<file path="src/rtl/memory_access.sv">
// MEM stage: registers the EX/MEM payload, runs lw/lb/lbu/sw/sb on the data
// memory through a req/ack handshake and emits one writeback record per op.
//
// Parameters:
//   TIMEOUT     cycles to wait for dmem_ack before aborting (>= 2)
// Ports:
//   clk, rst_n           clock, asynchronous active-low reset
//   ex_valid/ex_ready    handshake with Execute (transfer on both high)
//   ALUResult            ALU result / effective address
//   storeData            rt value for stores
//   MemRead, MemWrite    load / store (both high => load)
//   byteOp, signedLoad   byte access, sign-extend byte loads
//   RegWrite, WriteReg   register writeback control
//   dmem_*               data memory request/ack port
//   wb_*                 writeback record to WB (wb_valid is a pulse)
//   fault                pulse on misaligned word access or timeout
module memory_access #(
    parameter int TIMEOUT = 256
) (
    input  logic        clk,
    input  logic        rst_n,
    input  logic        ex_valid,
    output logic        ex_ready,
    input  logic [31:0] ALUResult,
    input  logic [31:0] storeData,
    input  logic        MemRead,
    input  logic        MemWrite,
    input  logic        byteOp,
    input  logic        signedLoad,
    input  logic        RegWrite,
    input  logic [4:0]  WriteReg,
    output logic        dmem_req,
    output logic        dmem_we,
    output logic [31:0] dmem_addr,
    output logic [31:0] dmem_wdata,
    output logic [3:0]  dmem_be,
    input  logic        dmem_ack,
    input  logic [31:0] dmem_rdata,
    output logic        wb_valid,
    output logic        wb_RegWrite,
    output logic [4:0]  wb_WriteReg,
    output logic [31:0] wb_data,
    output logic        fault
);

    typedef enum logic {
        IDLE,
        ACCESS
    } state_t;

    localparam int CW = $clog2(TIMEOUT + 1);
    localparam logic [CW-1:0] LAST = CW'(TIMEOUT - 1);

    state_t r_state;
    state_t w_next;

    logic [CW-1:0] r_cnt;
    logic          r_load;
    logic          r_byte;
    logic          r_signed;
    logic [1:0]    r_lane;
    logic          r_regwrite;
    logic [4:0]    r_writereg;
    logic [31:0]   r_alu;

    logic        w_xfer;
    logic        w_mem;
    logic        w_misal;
    logic        w_start;
    logic        w_done;
    logic        w_tmo;
    logic [7:0]  w_rbyte;
    logic [31:0] w_ldata;

    assign ex_ready = (r_state == IDLE);
    assign w_xfer   = ex_valid && ex_ready;
    assign w_mem    = MemRead || MemWrite;
    assign w_misal  = w_mem && !byteOp && (ALUResult[1:0] != 2'b00);
    assign w_start  = w_xfer && w_mem && !w_misal;
    assign w_done   = (r_state == ACCESS) && dmem_ack;
    // Ack in the abort cycle wins, so the timeout only fires without ack.
    assign w_tmo    = (r_state == ACCESS) && !dmem_ack && (r_cnt == LAST);

    always_ff @(posedge clk or negedge rst_n) begin
        if (!rst_n) begin
            r_state <= IDLE;
        end else begin
            r_state <= w_next;
        end
    end

    always_comb begin
        w_next = r_state;
        unique case (r_state)
            IDLE: begin
                if (w_start) begin
                    w_next = ACCESS;
                end
            end
            ACCESS: begin
                if (w_done || w_tmo) begin
                    w_next = IDLE;
                end
            end
            default: w_next = IDLE;
        endcase
    end

    // Select the addressed byte lane of the returned word.
    always_comb begin
        w_rbyte = dmem_rdata[7:0];
        unique case (r_lane)
            2'd0: w_rbyte = dmem_rdata[7:0];
            2'd1: w_rbyte = dmem_rdata[15:8];
            2'd2: w_rbyte = dmem_rdata[23:16];
            2'd3: w_rbyte = dmem_rdata[31:24];
            default: w_rbyte = dmem_rdata[7:0];
        endcase
    end

    always_comb begin
        w_ldata = dmem_rdata;
        if (r_byte) begin
            if (r_signed) begin
                w_ldata = {{24{w_rbyte[7]}}, w_rbyte};
            end else begin
                w_ldata = {24'd0, w_rbyte};
            end
        end
    end

    always_ff @(posedge clk or negedge rst_n) begin
        if (!rst_n) begin
            r_cnt       <= '0;
            r_load      <= 1'b0;
            r_byte      <= 1'b0;
            r_signed    <= 1'b0;
            r_lane      <= 2'd0;
            r_regwrite  <= 1'b0;
            r_writereg  <= 5'd0;
            r_alu       <= 32'd0;
            dmem_req    <= 1'b0;
            dmem_we     <= 1'b0;
            dmem_addr   <= 32'd0;
            dmem_wdata  <= 32'd0;
            dmem_be     <= 4'd0;
            wb_valid    <= 1'b0;
            wb_RegWrite <= 1'b0;
            wb_WriteReg <= 5'd0;
            wb_data     <= 32'd0;
            fault       <= 1'b0;
        end else begin
            wb_valid <= 1'b0;
            fault    <= 1'b0;
            if (r_state == IDLE) begin
                if (w_xfer && !w_mem) begin
                    wb_valid    <= 1'b1;
                    wb_RegWrite <= RegWrite;
                    wb_WriteReg <= WriteReg;
                    wb_data     <= ALUResult;
                end else if (w_xfer && w_misal) begin
                    fault       <= 1'b1;
                    wb_valid    <= 1'b1;
                    wb_RegWrite <= 1'b0;
                    wb_WriteReg <= WriteReg;
                    wb_data     <= 32'd0;
                end else if (w_start) begin
                    r_cnt      <= '0;
                    r_load     <= MemRead;
                    r_byte     <= byteOp;
                    r_signed   <= signedLoad;
                    r_lane     <= ALUResult[1:0];
                    r_regwrite <= RegWrite;
                    r_writereg <= WriteReg;
                    r_alu      <= ALUResult;
                    dmem_req   <= 1'b1;
                    dmem_we    <= !MemRead;
                    dmem_addr  <= {ALUResult[31:2], 2'b00};
                    if (byteOp) begin
                        dmem_be <= 4'b0001 << ALUResult[1:0];
                    end else begin
                        dmem_be <= 4'hF;
                    end
                    if (MemRead) begin
                        dmem_wdata <= 32'd0;
                    end else if (byteOp) begin
                        dmem_wdata <= {4{storeData[7:0]}};
                    end else begin
                        dmem_wdata <= storeData;
                    end
                end
            end else begin
                if (w_done) begin
                    dmem_req    <= 1'b0;
                    wb_valid    <= 1'b1;
                    wb_RegWrite <= r_load && r_regwrite;
                    wb_WriteReg <= r_writereg;
                    wb_data     <= r_load ? w_ldata : r_alu;
                end else if (w_tmo) begin
                    dmem_req    <= 1'b0;
                    fault       <= 1'b1;
                    wb_valid    <= 1'b1;
                    wb_RegWrite <= 1'b0;
                    wb_WriteReg <= r_writereg;
                    wb_data     <= 32'd0;
                end else begin
                    r_cnt <= r_cnt + 1'b1;
                end
            end
        end
    end

endmodule

</file>
<file path="config.mk">
export PLATFORM = sky130hd
export DESIGN_NAME = memory_access
export DESIGN_NICKNAME = d
export VERILOG_FILES = /design/src/rtl/memory_access.sv
export SDC_FILE = /design/constraint.sdc
export NUM_CORES = 1
export LEC_CHECK = 0
export CELL_PAD_IN_SITES_DETAIL_PLACEMENT = 1
export CELL_PAD_IN_SITES_GLOBAL_PLACEMENT = 2
export CORE_ASPECT_RATIO = 2
export CORE_UTILIZATION = 28
export CTS_BUF_LIST = sky130_fd_sc_hd__clkbuf_2
export DETAILED_ROUTE_END_ITERATION = 10
export HOLD_SLACK_MARGIN = 0.08
export PLACE_DENSITY = 0.92
export SYNTH_ARGS = -nofsm -noshare
export SYNTH_HDL_FRONTEND = slang
export SYNTH_SLANG_ARGS = --single-unit
</file>
<file path="constraint.sdc">
create_clock -name clk -period 2.2 [get_ports clk]
set_input_delay 0.55 -clock clk [delete_from_list [all_inputs] [get_ports clk]]
set_output_delay 0.55 -clock clk [all_outputs]
set_load 0.02 [all_outputs]
</file>
**Word level (Yosys, flattened, before mapping)**

Index checks and enable logic that the tools add are counted.
W data, S select, Z words.

- Shift operators: 1
- Add/subtract/negate cells: 1
- Equality and inequality tests: 9
- Bitwise logic cells: 3
- Muxes and demuxes: 44
- Reduce and logical (&&, ||, !) cells: 26

Operators with widths:

| cell | number |
|---|---|
| $mux W32 | 10 |
| $mux W9 | 6 |
| $pmux W8 S4 | 1 |
| $mux W5 | 5 |
| $mux W1 | 20 |
| $logic_and A1 B1 Y1 | 11 |
| $add A9 B1 Y9 const B | 1 |
| $eq A9 B8 Y1 const B | 1 |
| $ne A2 B2 Y1 const B | 4 |
| $reduce_and A4 Y1 | 2 |
| $logic_not A1 Y1 | 5 |
| $reduce_and A5 Y1 | 1 |
| $eq A2 B2 Y1 const B | 2 |
| $mux W4 | 1 |
| $reduce_bool A2 Y1 | 2 |
| $shl A1 B2 Y4 const A | 1 |
| $ne A3 B1 Y1 const B | 1 |
| $not A1 Y1 | 3 |
| $reduce_bool A3 Y1 | 1 |
| $eq A2 B1 Y1 const B | 1 |
| $logic_not A2 Y1 | 1 |
| $logic_or A1 B1 Y1 | 2 |
| $pmux W1 S2 | 1 |
| $reduce_and A2 Y1 | 1 |

- Bits in registers: 161
- Output and inout port bits: 111

**Logic depth before layout (Yosys ltp)**

- Depth after elaboration: 9
- Mapped depth: 9
- Mapped depth without buffers: 9

**Worst setup path after synthesis**

OpenSTA, ideal clock, no wires.

- Path type: flip-flop to flip-flop
- Start: register r_cnt[2]
- End: register wb_data[24]
- Setup time: 0.086 ns
- Buffers on the path: 2
- Data required time: 2.114 ns
- Period minus slack after synthesis: 1.845 ns
- Arrival time: 1.759 ns
- Cell stages (with the launch flop): 10
- Path slack: 0.355 ns
- Cells stage by stage: dfrtp_1 and3_1 nand3_1 nor2_1 ha_1 o21ai_0 o211ai_1 buf_4 buf_4 o221ai_2

- Longest elaborated chain between the ends: 4

RTL lines:

| item | RTL line | text |
|---|---|---|
| start: declaration | 57 | `logic [CW-1:0] r_cnt;` |
| start signal: assignment | 207 | `r_cnt <= r_cnt + 1'b1;` |
| $eq A9 B8 Y1 | 82 | `assign w_tmo = (r_state == ACCESS) && !dmem_ack && (r_cnt == LAST);` |
| $logic_and A1 B1 Y1 | 82 |  |
| $ne A3 B1 Y1 (no line) | - |  |
| $reduce_and A2 Y1 (no line) | - |  |
| end signal: assignment | 160 | `wb_data <= ALUResult;` |
| end signal: assignment | 198 | `wb_data <= r_load ? w_ldata : r_alu;` |
| end: declaration | 42 | `output logic [31:0] wb_data,` |

No other way between the ends.
A chain may end at the register's enable or synchronous reset.

==> flow_summary.yaml <==
sta:
  grt_setup_unrepaired: "false"
  final.period_utilization_pct: 95.3
  period_minus_slack_ns: 2.10
  maxSlewHeadroom_pct: 63.0
  fmax_mhz: 477
  finalHoldViolations: 0
  tns_ns: 0
  maxSlewViolCount: 0
  worstMarginPinSlew_ns: 0.555
  setup_viol: 0
  skew_ns: 0.0467
layout:
  layout-drive-gt1-share_pct: 18.0
  nFillCells: 2695
  design_area_sq_mm: 0.00943
  nets: 1020
  layout.cells.non_filler: 1208
  area_delta_synth_final_pct: 43.3
setup_path:
  arrival_ns: 1.55
  timing.rr.end: "wb_data[8]"
  regToRegSetupSlack_ns: 0.19
  crit_slowest_cell: "dfrtp_1"
  critical_path_class: "flip-flop to primary output"
  cpLargestDelayFamily: "flip-flops"
  critPathCaptureType: "primary output"
  start_kind: "flip-flop"
  r2r_cells: 9
  cp_max_fo: 2
  r2r_start: "r_cnt[2]"
  crit_path_cell_trace: "dlygate4sd2_1"
  cp.required_ns: 1.65
  cp_num_buf_inv: 1
  max_stage_delay_ns: 0.44
pwr:
  power.leakage_nw: 4.40
  vdd_ir_drop_max_mv: 0.369
  powerDensity_mw_per_mm2: 878
placed_design:
  io_buffers: 218
  gp_congestion: 0.813
  dpl_cell_area_sq_mm: 0.00906
  dp.cells: 1149
  dp_hpwl_mm: 18.1
synthesis:
  syn-cell-area_sq_mm: 0.00658
  yosysTopAreaCell: "dfrtp_1"
  synthDistinctLibCells: 48
  syn_area_per_cell_sq_um: 9.52
  synthArstFlopShare_pct: 100
  synth_common_cells: "nand2_1, dfrtp_1, nor2_1"
  ys_seq_elements: 129
  synthTopCellsByArea: "dfrtp_1, nand2_1, mux2i_1"
  ys_seq_area_share_pct: 49.1
  synth_top_cell_area_share_pct: 49.1
  synth.most_common_cell: "nand2_1"
  synthFlopType: "dfrtp_1"
  synth_edf_count: 0
  ys_warn_count: 0
  syn_inst: 691
global_route:
  grt_pass1_vias: 6554
  grtUsageMet2_pct: 39.9
  grtUsageMet3_pct: 4.84
  overflow: 0
  top_usage_layer: "met2"
  use_met1_pct: 19.7
  grt_usage_pct: 20.8
  grt_pass1_wl_mm: 36.6
  grt_start_max_net_pins: 45
  antenna_found_initial: 3
routing:
  drt_iter0_drc: 180
  routed_wl_mm: 23.8
  first_pass_iters: 6
  drcViolationCount: 0
  ant_nets: 0
  via_per_inst: 4.96
  num_vias: 5992
  routedWlPerCell_um: 19.7
die:
  io_pins: 221
  coreArea_sq_mm: 0.0231
  initial_core_util_pct: 28.4
  dieArea_sq_mm: 0.0241
  fp.dieW_um: 110
  die-height_um: 219
  row_count: 79
clocking:
  clk_path_buf_depth: 2
  cts-root-buf: "clkbuf_2"
  clk_pin_slew_ns: 0.22
  htreeDepth: 4
  numCtsBuffers: 17
  cts_sinks: 129
  cts_tree: "built"
  clk_latency_ns: 0.80
hold_path:
  hold_path_class: "primary input to asynchronous set/reset pin"
flow_run:
  maxCapViolCount: 0
status:
  outcome: "finished, final reports clean"
-- worst max path at each step --
| stage | startpoint | end | depth (start not counted) |
|---|---|---|---|
| 2_1_floorplan | r_cnt[2] | wb_data[24] | 9 |
| 3_3_place_gp | MemRead | wb_data[8] | 7 |
| 3_5_place_dp | MemRead | wb_data[7] | 8 |
| 4_1_cts | dmem_wdata[14] | dmem_wdata[14] | 1 |
| 5_1_grt | wb_data[28] | wb_data[28] | 1 |
| 6_report | r_alu[22] | dmem_addr[22] | 1 |
-- layout by cell type, fill, tap and decap left out, drive strengths merged, types with 4 or more instances in the layout --
cell and n:
a21oi 9, a221oi 5, a22oi 25, a31oi 7
buf 62, clkbuf 31, clkdlybuf4s15 57, clkdlybuf4s50 108
clkinv 4, clkinvlp 4, dfrtp 129, diode 4
dlygate4sd2 37, inv 35, mux2i 38, nand2 181
nand2b 4, nand3 4, nand3b 9, nor2 50
nor2b 8, o21ai 24, o221ai 25, o31ai 26
xor2 6
-- cell families (layout without fill, tap and decap cells) --
group	count (synthesis)	in the layout	share of synthesized area, %
and+or+nand+nor	270	270	17.7
AOI/OAI and AO/OA	132	132	16.7
DFF	129	129	49.1
buffers and inverters	113	342	9.51
muxes	38	38	5.78
xor gates and xnor gates	6	6	0.799
adders and majority gates	2	2	0.380
other	1	6	0.0570
-- cell type report --
class | count | area, sq um | area share [%]
Multi-Input combinational cell | 450 | 2750 | 29.2
Clock inverter | 15 | 183 | 1.94
Sequential cell | 129 | 3230 | 34.2
Timing Repair Buffer | 279 | 2700 | 28.7
Inverter | 31 | 116 | 1.23
Tap cell | 283 | 354 | 3.75
Clock buffer | 17 | 85.1 | 0.902
Antenna cell | 4 | 10.0 | 0.106
-- per-layer routing --
layer  wire length [um]  vias to the layer above
met5                  0                        -
met4                965                        0
met3               1220                       54
met2              13700                      195
met1               7980                     2984
li1                   -                     2759
-- stage by stage --
step | utilization (%) | setup WS (ns) | hold slack [ns] | power [mW]
floorplan | - | 0.355 | 0.254 | 5.20
global placement | 39.2 | -0.0344 | 0.451 | 6.77
detailed placement | 39.2 | -0.138 | 0.456 | 6.86
CTS | 40.7 | 0.000571 | 0.108 | 8.38
global route | 40.8 | 0.0000141 | 0.127 | 8.77
finish | 40.8 | 0.104 | 0.204 | 8.28
-- sequential cells by signal (all words and copies together), names as in the netlist, 4 cells and up --
signal / count
dmem_wdata: 32
wb_data: 32
r_alu: 31
r_cnt: 9
r_writereg: 5
wb_WriteReg: 5
dmem_be: 4
-- worst reg2reg max path, cell delays in order (launching register included) --
cell and delay, ns:
dfrtp_1 0.47, and3_1 0.22, nand3_1 0.11, nor2_1 0.06, ha_1 0.20, o21ai_2 0.17, o211ai_1 0.12, buf_4 0.18
buf_4 0.19, o221ai_1 0.19
-- timing repair --
action	4_1_cts	5_1_grt
endpoints found under the setup margin	113	52
hold buffers	1	0
hold endpoints to repair	129	0
buffers inserted	17	5
resized for setup	187	37
-- where the power goes --
group	switching (mW)	internal [mW]
registers	0.430	2.92
logic	1.83	1.44
clock network	1.01	0.646
total	3.28	5.00
No activity file was read; power rests on OpenSTA's default activity.
